$ cat src/rtl/sensor_telemetry_framer_pkg.sv
// Shared types and helpers for the telemetry framer.
// Frame layout: sync, header, channel bytes, xor checksum.
package sensor_telemetry_framer_pkg;

  typedef enum logic [2:0] {
    ST_IDLE,
    ST_SYNC,
    ST_HDR,
    ST_DATA,
    ST_CHK
  } frame_state_t;

  typedef struct packed {
    logic       ovr;
    logic [6:0] seq;
  } frame_hdr_t;

  localparam logic [7:0] DEF_SYNC_BYTE = 8'hA5;

  function automatic int calc_bpc(input int data_w);
    return (data_w + 7) / 8;
  endfunction

  function automatic int calc_clks_per_bit(
    input int clk_hz,
    input int baud
  );
    return clk_hz / baud;
  endfunction

endpackage

$ cat src/rtl/sensor_telemetry_framer_uart_tx_byte.sv
// 8N1 byte transmitter, LSB first, idle high.
// A new load is taken in the last stop-bit clock so bytes run back-to-back.
module uart_tx_byte #(
  parameter int CLKS_PER_BIT = 4
) (
  input  logic       clk,
  input  logic       rst,
  input  logic [7:0] data,
  input  logic       load,
  output logic       tx,
  output logic       done,
  output logic       busy
);

  localparam int CW = (CLKS_PER_BIT > 1) ? $clog2(CLKS_PER_BIT) : 1;

  logic [CW-1:0] cnt;
  logic [3:0]    bit_n;
  logic [8:0]    shreg;
  logic          active;
  logic          bit_end;

  assign bit_end = (cnt == CW'(CLKS_PER_BIT - 1));
  assign done    = active && bit_end && (bit_n == 4'd9);
  assign busy    = active;

  always_ff @(posedge clk or posedge rst) begin
    if (rst) begin
      active <= 1'b0;
      cnt    <= '0;
      bit_n  <= '0;
      shreg  <= '1;
      tx     <= 1'b1;
    end else if (load && (!active || done)) begin
      active <= 1'b1;
      cnt    <= '0;
      bit_n  <= '0;
      shreg  <= {1'b1, data};
      tx     <= 1'b0;
    end else if (active) begin
      if (bit_end) begin
        cnt <= '0;
        if (bit_n == 4'd9) begin
          active <= 1'b0;
        end else begin
          // shreg fills with ones so bit 8 shifts out as the stop bit
          tx    <= shreg[0];
          shreg <= {1'b1, shreg[8:1]};
          bit_n <= bit_n + 4'd1;
        end
      end else begin
        cnt <= cnt + CW'(1);
      end
    end
  end

endmodule

$ cat src/rtl/sensor_telemetry_framer.sv
// Snapshots NUM_CH channels and sends them as one framed UART packet.
// Frame: SYNC, {overrun,seq}, channel bytes (ch0 first, MSB byte first), XOR checksum.
module sensor_telemetry_framer
  import sensor_telemetry_framer_pkg::*;
#(
  parameter int         NUM_CH      = 4,
  parameter int         DATA_W      = 8,
  parameter int         CLK_FREQ_HZ = 100000000,
  parameter int         BAUD        = 230400,
  parameter logic [7:0] SYNC_BYTE   = DEF_SYNC_BYTE
) (
  input  logic                     clk,
  input  logic                     rst,
  input  logic [NUM_CH*DATA_W-1:0] ch_data,
  input  logic                     capture,
  input  logic                     start,
  input  logic                     continuous,
  output logic                     tx,
  output logic                     ready,
  output logic                     busy,
  output logic                     overrun
);

  localparam int BPC    = calc_bpc(DATA_W);
  localparam int PW     = BPC * 8;
  localparam int NBYTES = NUM_CH * BPC;
  localparam int CPB    = calc_clks_per_bit(CLK_FREQ_HZ, BAUD);
  localparam int IW     = (NBYTES > 1) ? $clog2(NBYTES) : 1;

  function automatic logic [NBYTES*8-1:0] pack_frame(
    input logic [NUM_CH*DATA_W-1:0] d
  );
    logic [PW-1:0] ch;
    pack_frame = '0;
    for (int c = 0; c < NUM_CH; c++) begin
      ch = '0;
      ch[DATA_W-1:0] = d[c*DATA_W +: DATA_W];
      for (int b = 0; b < BPC; b++) begin
        pack_frame[(c*BPC+b)*8 +: 8] = ch[(BPC-1-b)*8 +: 8];
      end
    end
  endfunction

  frame_state_t             state;
  frame_hdr_t               hdr;
  logic [NUM_CH*DATA_W-1:0] shadow;
  logic [NBYTES*8-1:0]      fbuf;
  logic [6:0]               seq;
  logic [7:0]               chk;
  logic [IW-1:0]            idx;
  logic                     fresh;
  logic                     chk_sent;

  logic       u_load;
  logic [7:0] u_byte;
  logic       u_done;
  logic       u_busy;
  logic       u_free;
  logic       cap_lost;
  logic       go;
  logic [7:0] data_byte;

  assign busy      = ~ready;
  assign cap_lost  = capture && fresh;
  assign go        = (state == ST_IDLE) &&
                     (start || (continuous && fresh));
  assign u_free    = !u_busy || u_done;
  assign data_byte = fbuf[{idx, 3'b000} +: 8];

  always_comb begin
    u_load = 1'b0;
    u_byte = SYNC_BYTE;
    unique case (1'b1)
      state == ST_SYNC: begin
        u_load = u_free;
        u_byte = SYNC_BYTE;
      end
      state == ST_HDR: begin
        u_load = u_free;
        u_byte = hdr;
      end
      state == ST_DATA: begin
        u_load = u_free;
        u_byte = data_byte;
      end
      state == ST_CHK: begin
        u_load = u_free && !chk_sent;
        u_byte = chk;
      end
      default: ;
    endcase
  end

  always_ff @(posedge clk or posedge rst) begin
    if (rst) begin
      state    <= ST_IDLE;
      hdr      <= '0;
      shadow   <= '0;
      fbuf     <= '0;
      seq      <= '0;
      chk      <= '0;
      idx      <= '0;
      fresh    <= 1'b0;
      chk_sent <= 1'b0;
      overrun  <= 1'b0;
      ready    <= 1'b1;
    end else begin
      if (capture) begin
        shadow <= ch_data;
        fresh  <= 1'b1;
      end
      if (cap_lost) overrun <= 1'b1;

      unique case (state)
        ST_IDLE: begin
          if (go) begin
            // a capture in the same cycle goes straight into this frame
            fbuf     <= pack_frame(capture ? ch_data : shadow);
            fresh    <= 1'b0;
            hdr      <= '{ovr: overrun, seq: seq};
            overrun  <= cap_lost;
            seq      <= seq + 7'd1;
            chk      <= '0;
            idx      <= '0;
            chk_sent <= 1'b0;
            ready    <= 1'b0;
            state    <= ST_SYNC;
          end
        end
        ST_SYNC: begin
          if (u_load) state <= ST_HDR;
        end
        ST_HDR: begin
          if (u_load) begin
            chk   <= hdr;
            state <= ST_DATA;
          end
        end
        ST_DATA: begin
          if (u_load) begin
            chk <= chk ^ data_byte;
            if (idx == IW'(NBYTES - 1)) state <= ST_CHK;
            else idx <= idx + IW'(1);
          end
        end
        ST_CHK: begin
          if (u_load) begin
            chk_sent <= 1'b1;
          end else if (chk_sent && u_done) begin
            ready <= 1'b1;
            state <= ST_IDLE;
          end
        end
        default: state <= ST_IDLE;
      endcase
    end
  end

  uart_tx_byte #(
    .CLKS_PER_BIT(CPB)
  ) u_uart (
    .clk (clk),
    .rst (rst),
    .data(u_byte),
    .load(u_load),
    .tx  (tx),
    .done(u_done),
    .busy(u_busy)
  );

endmodule

$ cat config.mk
export PLATFORM = sky130hd
export DESIGN_NAME = sensor_telemetry_framer
export DESIGN_NICKNAME = d
export VERILOG_FILES = /design/src/rtl/sensor_telemetry_framer_pkg.sv /design/src/rtl/sensor_telemetry_framer_uart_tx_byte.sv /design/src/rtl/sensor_telemetry_framer.sv
export SDC_FILE = /design/constraint.sdc
export NUM_CORES = 1
export LEC_CHECK = 0
export CAP_MARGIN = 30
export CORE_MARGIN = 8
export CORE_UTILIZATION = 40
export DETAILED_ROUTE_END_ITERATION = 12
export GPL_ROUTABILITY_DRIVEN = 1
export PLACE_DENSITY = 0.61
export SYNTH_ARGS = -nofsm -noshare
export SYNTH_HDL_FRONTEND = slang
export SYNTH_HIERARCHICAL = 1
export SYNTH_SLANG_ARGS = --single-unit
export TNS_END_PERCENT = 50
$ cat constraint.sdc
create_clock -name clk -period 5.8 [get_ports clk]
set_clock_uncertainty 0.1 [all_clocks]
set_input_delay 1.16 -clock clk [delete_from_list [all_inputs] [get_ports clk]]
set_output_delay 1.16 -clock clk [all_outputs]
set_load 0.02 [all_outputs]
==> flow_metrics.py <==
metrics = {
    "synthesis": {
        "synth_top_family_by_area": "simple AND/OR/NAND/NOR gates",
        "yosys.area.top_type_share": 0.484,
        "ys_types": 58,
        "synth-compound-area-share": 0.0868,
        "synth_warnings": 6,
        "syn-num-nets": 565,
        "synthCells": 522,
        "synth_fa_ha_area_frac": 0.0133,
        "synth_edf_count": 0,
        "ys.flop_type": "dfrtp_1",
        "synth.avg_cell_area_sq_um": 10.8,
        "synth.largest_area_cell": "dfrtp_1",
        "synth-xor-area-share": 0.0202,
        "async_flop_share": 1.00,
        "synth_area_sq_um": 5640,
        "synthMuxAreaShare": 0.114,
        "yosys_register_bits": 119,
        "yosys-top-cells-area": "dfrtp_1 48%, nand2_1 7.9%, mux2_2 6.4%",
        "seq_area_frac_synth": 0.531,
        "synthSimpleGateAreaFrac": 0.194,
    },
    "global_routing": {
        "globalRouteOverflowTotal": 0,
        "met3_usage": 0.0472,
        "grtUsageTotal": 0.147,
        "grt_pass1_wl_mm": 21.4,
        "antenna_found_initial": 0,
        "grt_max_degree": 60,
        "met2_usage": 0.234,
        "met1_usage": 0.182,
        "busiest_layer": "met2",
        "grt_pass1_vias": 4233,
    },
    "placed_design": {
        "dp_cells": 714,
        "dpl_worst_slack_ns": 2.64,
        "routabilityCongestion": 0.777,
        "numPortBuffers": 40,
        "dp_hpwl_mm": 8.17,
    },
    "setup_path": {
        "crit_fanout": 10,
        "cp.required_ns": 6.04,
        "timing.critical_path.slowest_stage_cell": "a21oi_2",
        "worst_path_most_repeated_cell": "inv_1",
        "cp-start-kind": "flip-flop",
        "cpPeakStageDelay_ns": 0.43,
        "crit_family": "compound AO/OA/AOI/OAI gates",
        "worst-setup-path-type": "flip-flop to flip-flop",
        "path_cells": "inv_1 -> ha_1 -> nand4bb_4 -> nor2_1 -> and3_1 -> nor2b_1 -> a21oi_2 -> inv_1 -> a22o_1 -> a221o_1",
        "cp-end-kind": "flip-flop",
        "critPathBufInv": 2,
        "cp.arrival_ns": 3.49,
    },
    "routing": {
        "vias": 3986,
        "wl_per_cell_um": 16.5,
        "firstDrtPassIters": 5,
        "postRouteAntennaNets": 0,
        "drtIter0Drc": 180,
        "vias_per_cell": 5.35,
        "drc": 0,
        "wirelength_mm": 12.3,
    },
    "cts": {
        "ctsHtreeMaxLevel": 4,
        "cts_buffer_depth": 2,
        "cts_root_buf": "clkbuf_16",
        "cts_resized": 0,
        "cts.clk_slew.worst_paths_ns": 0.06,
        "hold_buffers": 0,
        "cts_buffers": 17,
        "insertion_delay_ns": 0.42,
        "cts.sinks": 119,
        "cts_tree": "built",
        "post-cts-setup-buffers": 0,
    },
    "power_and_ir_drop": {
        "p_leak_nw": 2.97,
        "p_seq_frac": 0.436,
        "pwr-share-clk": 0.516,
        "ir_worst_vdd_uv": 236,
        "combinationalPowerShare": 0.048,
        "p_total_mw": 2.00,
        "switchingPower_uw": 437,
        "cellPowerDensity_nw_per_um2": 298,
        "p_sw_frac": 0.218,
        "power.internal_mw": 1.56,
    },
    "die": {
        "placementRows": 43,
        "die-area_sq_um": 18100,
        "ioPinCount": 41,
        "core_sq_um": 13800,
        "initial_core_util": 0.408,
        "die_h_um": 135,
        "die_w_um": 135,
    },
    "timing": {
        "period_needed_ns": 3.26,
        "setup_ws_ns": 2.54,
        "fmax_mhz": 307,
        "slew_headroom": 0.365,
        "slew_violations": 0,
        "hold_viol": 0,
        "setup_viol": 0,
        "rsz0062_at_grt": "no",
        "tns_ns": 0,
        "finalCritPeriodShare": 0.562,
        "worstMarginPinSlew_ns": 0.953,
    },
    "final_layout": {
        "syn_to_final_growth_pct": 19.1,
        "mostFrequentLayoutCell": "nand2_1",
        "final_cell_mix": "119 x nand2_1, 109 x dfrtp_1, 40 x clkdlybuf4s50_1",
        "layoutNonFillerInstCount": 745,
        "drive_above_1_share": 0.168,
        "layout.nets": 596,
        "antenna_cells": 0,
        "fill_cells": 1244,
    },
    "run_status": {
        "status": "finished, final reports clean",
    },
    "min_path": {
        "hold_class": "flip-flop to flip-flop",
    },
    "flow_run": {
        "drv_cap": 0,
    },
}
area by class of cell:
cell class	count	area [sq um]	share of cell area
Sequential cell	119	2990	0.445
Multi-Input combinational cell	357	2420	0.360
Clock buffer	20	457	0.0680
Timing Repair Buffer	44	443	0.0660
Tap cell	180	225	0.0335
Clock inverter	11	124	0.0184
Inverter	14	55.1	0.00820
registers in the layout, indices dropped and copies added (netlist names):
| register | flops |
|---|---|
| u_uart/cnt | 9 |
| overrun | 1 |
| chk | 8 |
| idx | 2 |
| chk_sent | 1 |
| state | 3 |
| seq | 7 |
| fresh | 1 |
| shadow | 32 |
| u_uart/tx | 1 |
| fbuf | 32 |
| ready | 1 |
| u_uart/bit_n | 4 |
| u_uart/busy | 1 |
| u_uart/shreg | 8 |
| hdr | 8 |
path summary, 6_finish.rpt:
path | from | to | slack [ns] | cells past startpoint
setup / recovery | u_uart/cnt[1] | u_uart/shreg[4] | 2.54 | 10
hold / removal | seq[6] | seq[6] | 0.37 | 1
setup reg to reg | u_uart/cnt[1] | u_uart/shreg[4] | 2.54 | 10
hold reg to reg | seq[6] | seq[6] | 0.37 | 1
max in group asynchronous | rst | seq[6] | 3.48 | 3
min in group asynchronous | rst | chk_sent | 1.16 | 2
worst reg2reg max path, delay by kind of cell, from the launching register on:
kind / cells / cell delay, ns
compound gates: 3 / 1.21
buf+inv: 2 / 0.33
simple gates: 4 / 0.93
flops: 1 / 0.40
fa+ha+maj: 1 / 0.19
cells in the mapped netlist, drive strengths merged (3+ instances only):
cell / count
and3: 8
xor2: 4
a22oi: 5
o31ai: 3
nand2: 119
a221oi: 3
nor3: 10
nor2: 24
nand4: 19
xnor2: 9
nand2b: 4
o22ai: 5
a21oi: 15
nand3: 7
a21o: 3
inv: 14
o21ai: 14
dfstp: 10
mux4: 8
clkbuf: 11
nor2b: 5
nand4b: 15
ha: 6
buf: 21
dfrtp: 109
a221o: 5
mux2: 40
through the flow:
step,utilization,instance area (sq um),hold slack [ns]
6_report,0.486,6710,0.367
5_1_grt,0.486,6710,0.396
4_1_cts,0.486,6710,0.373
3_5_place_dp,0.444,6130,0.359
3_3_place_gp,0.442,6110,0.355
2_1_floorplan,-,5640,0.340
power groups by stage:
stage          registers (mW)  logic [mW]  clock network [mW]
6_report                0.873      0.0955                1.03
5_1_grt                 0.876       0.107                1.10
4_1_cts                 0.873      0.0986                1.06
3_5_place_dp            0.888      0.0974                   0
3_3_place_gp            0.886      0.0958                   0
2_1_floorplan           0.883      0.0570                   0
routing by layer:
metal  share of wire  up-vias
met5               0        -
met4           0.019        0
met3           0.039       16
met2            0.48       80
met1            0.46     1989
li1                -     1901
logic make-up (layout without fill, tap and decap cells):
kind of cell	after synthesis	after routing
buf+inv	46	89
fa+ha+maj	6	6
xor+xnor	13	13
compound gates	68	68
flops	119	119
simple gates	221	221
mux	49	49
Note: power is estimated with default switching activity, not from simulation.
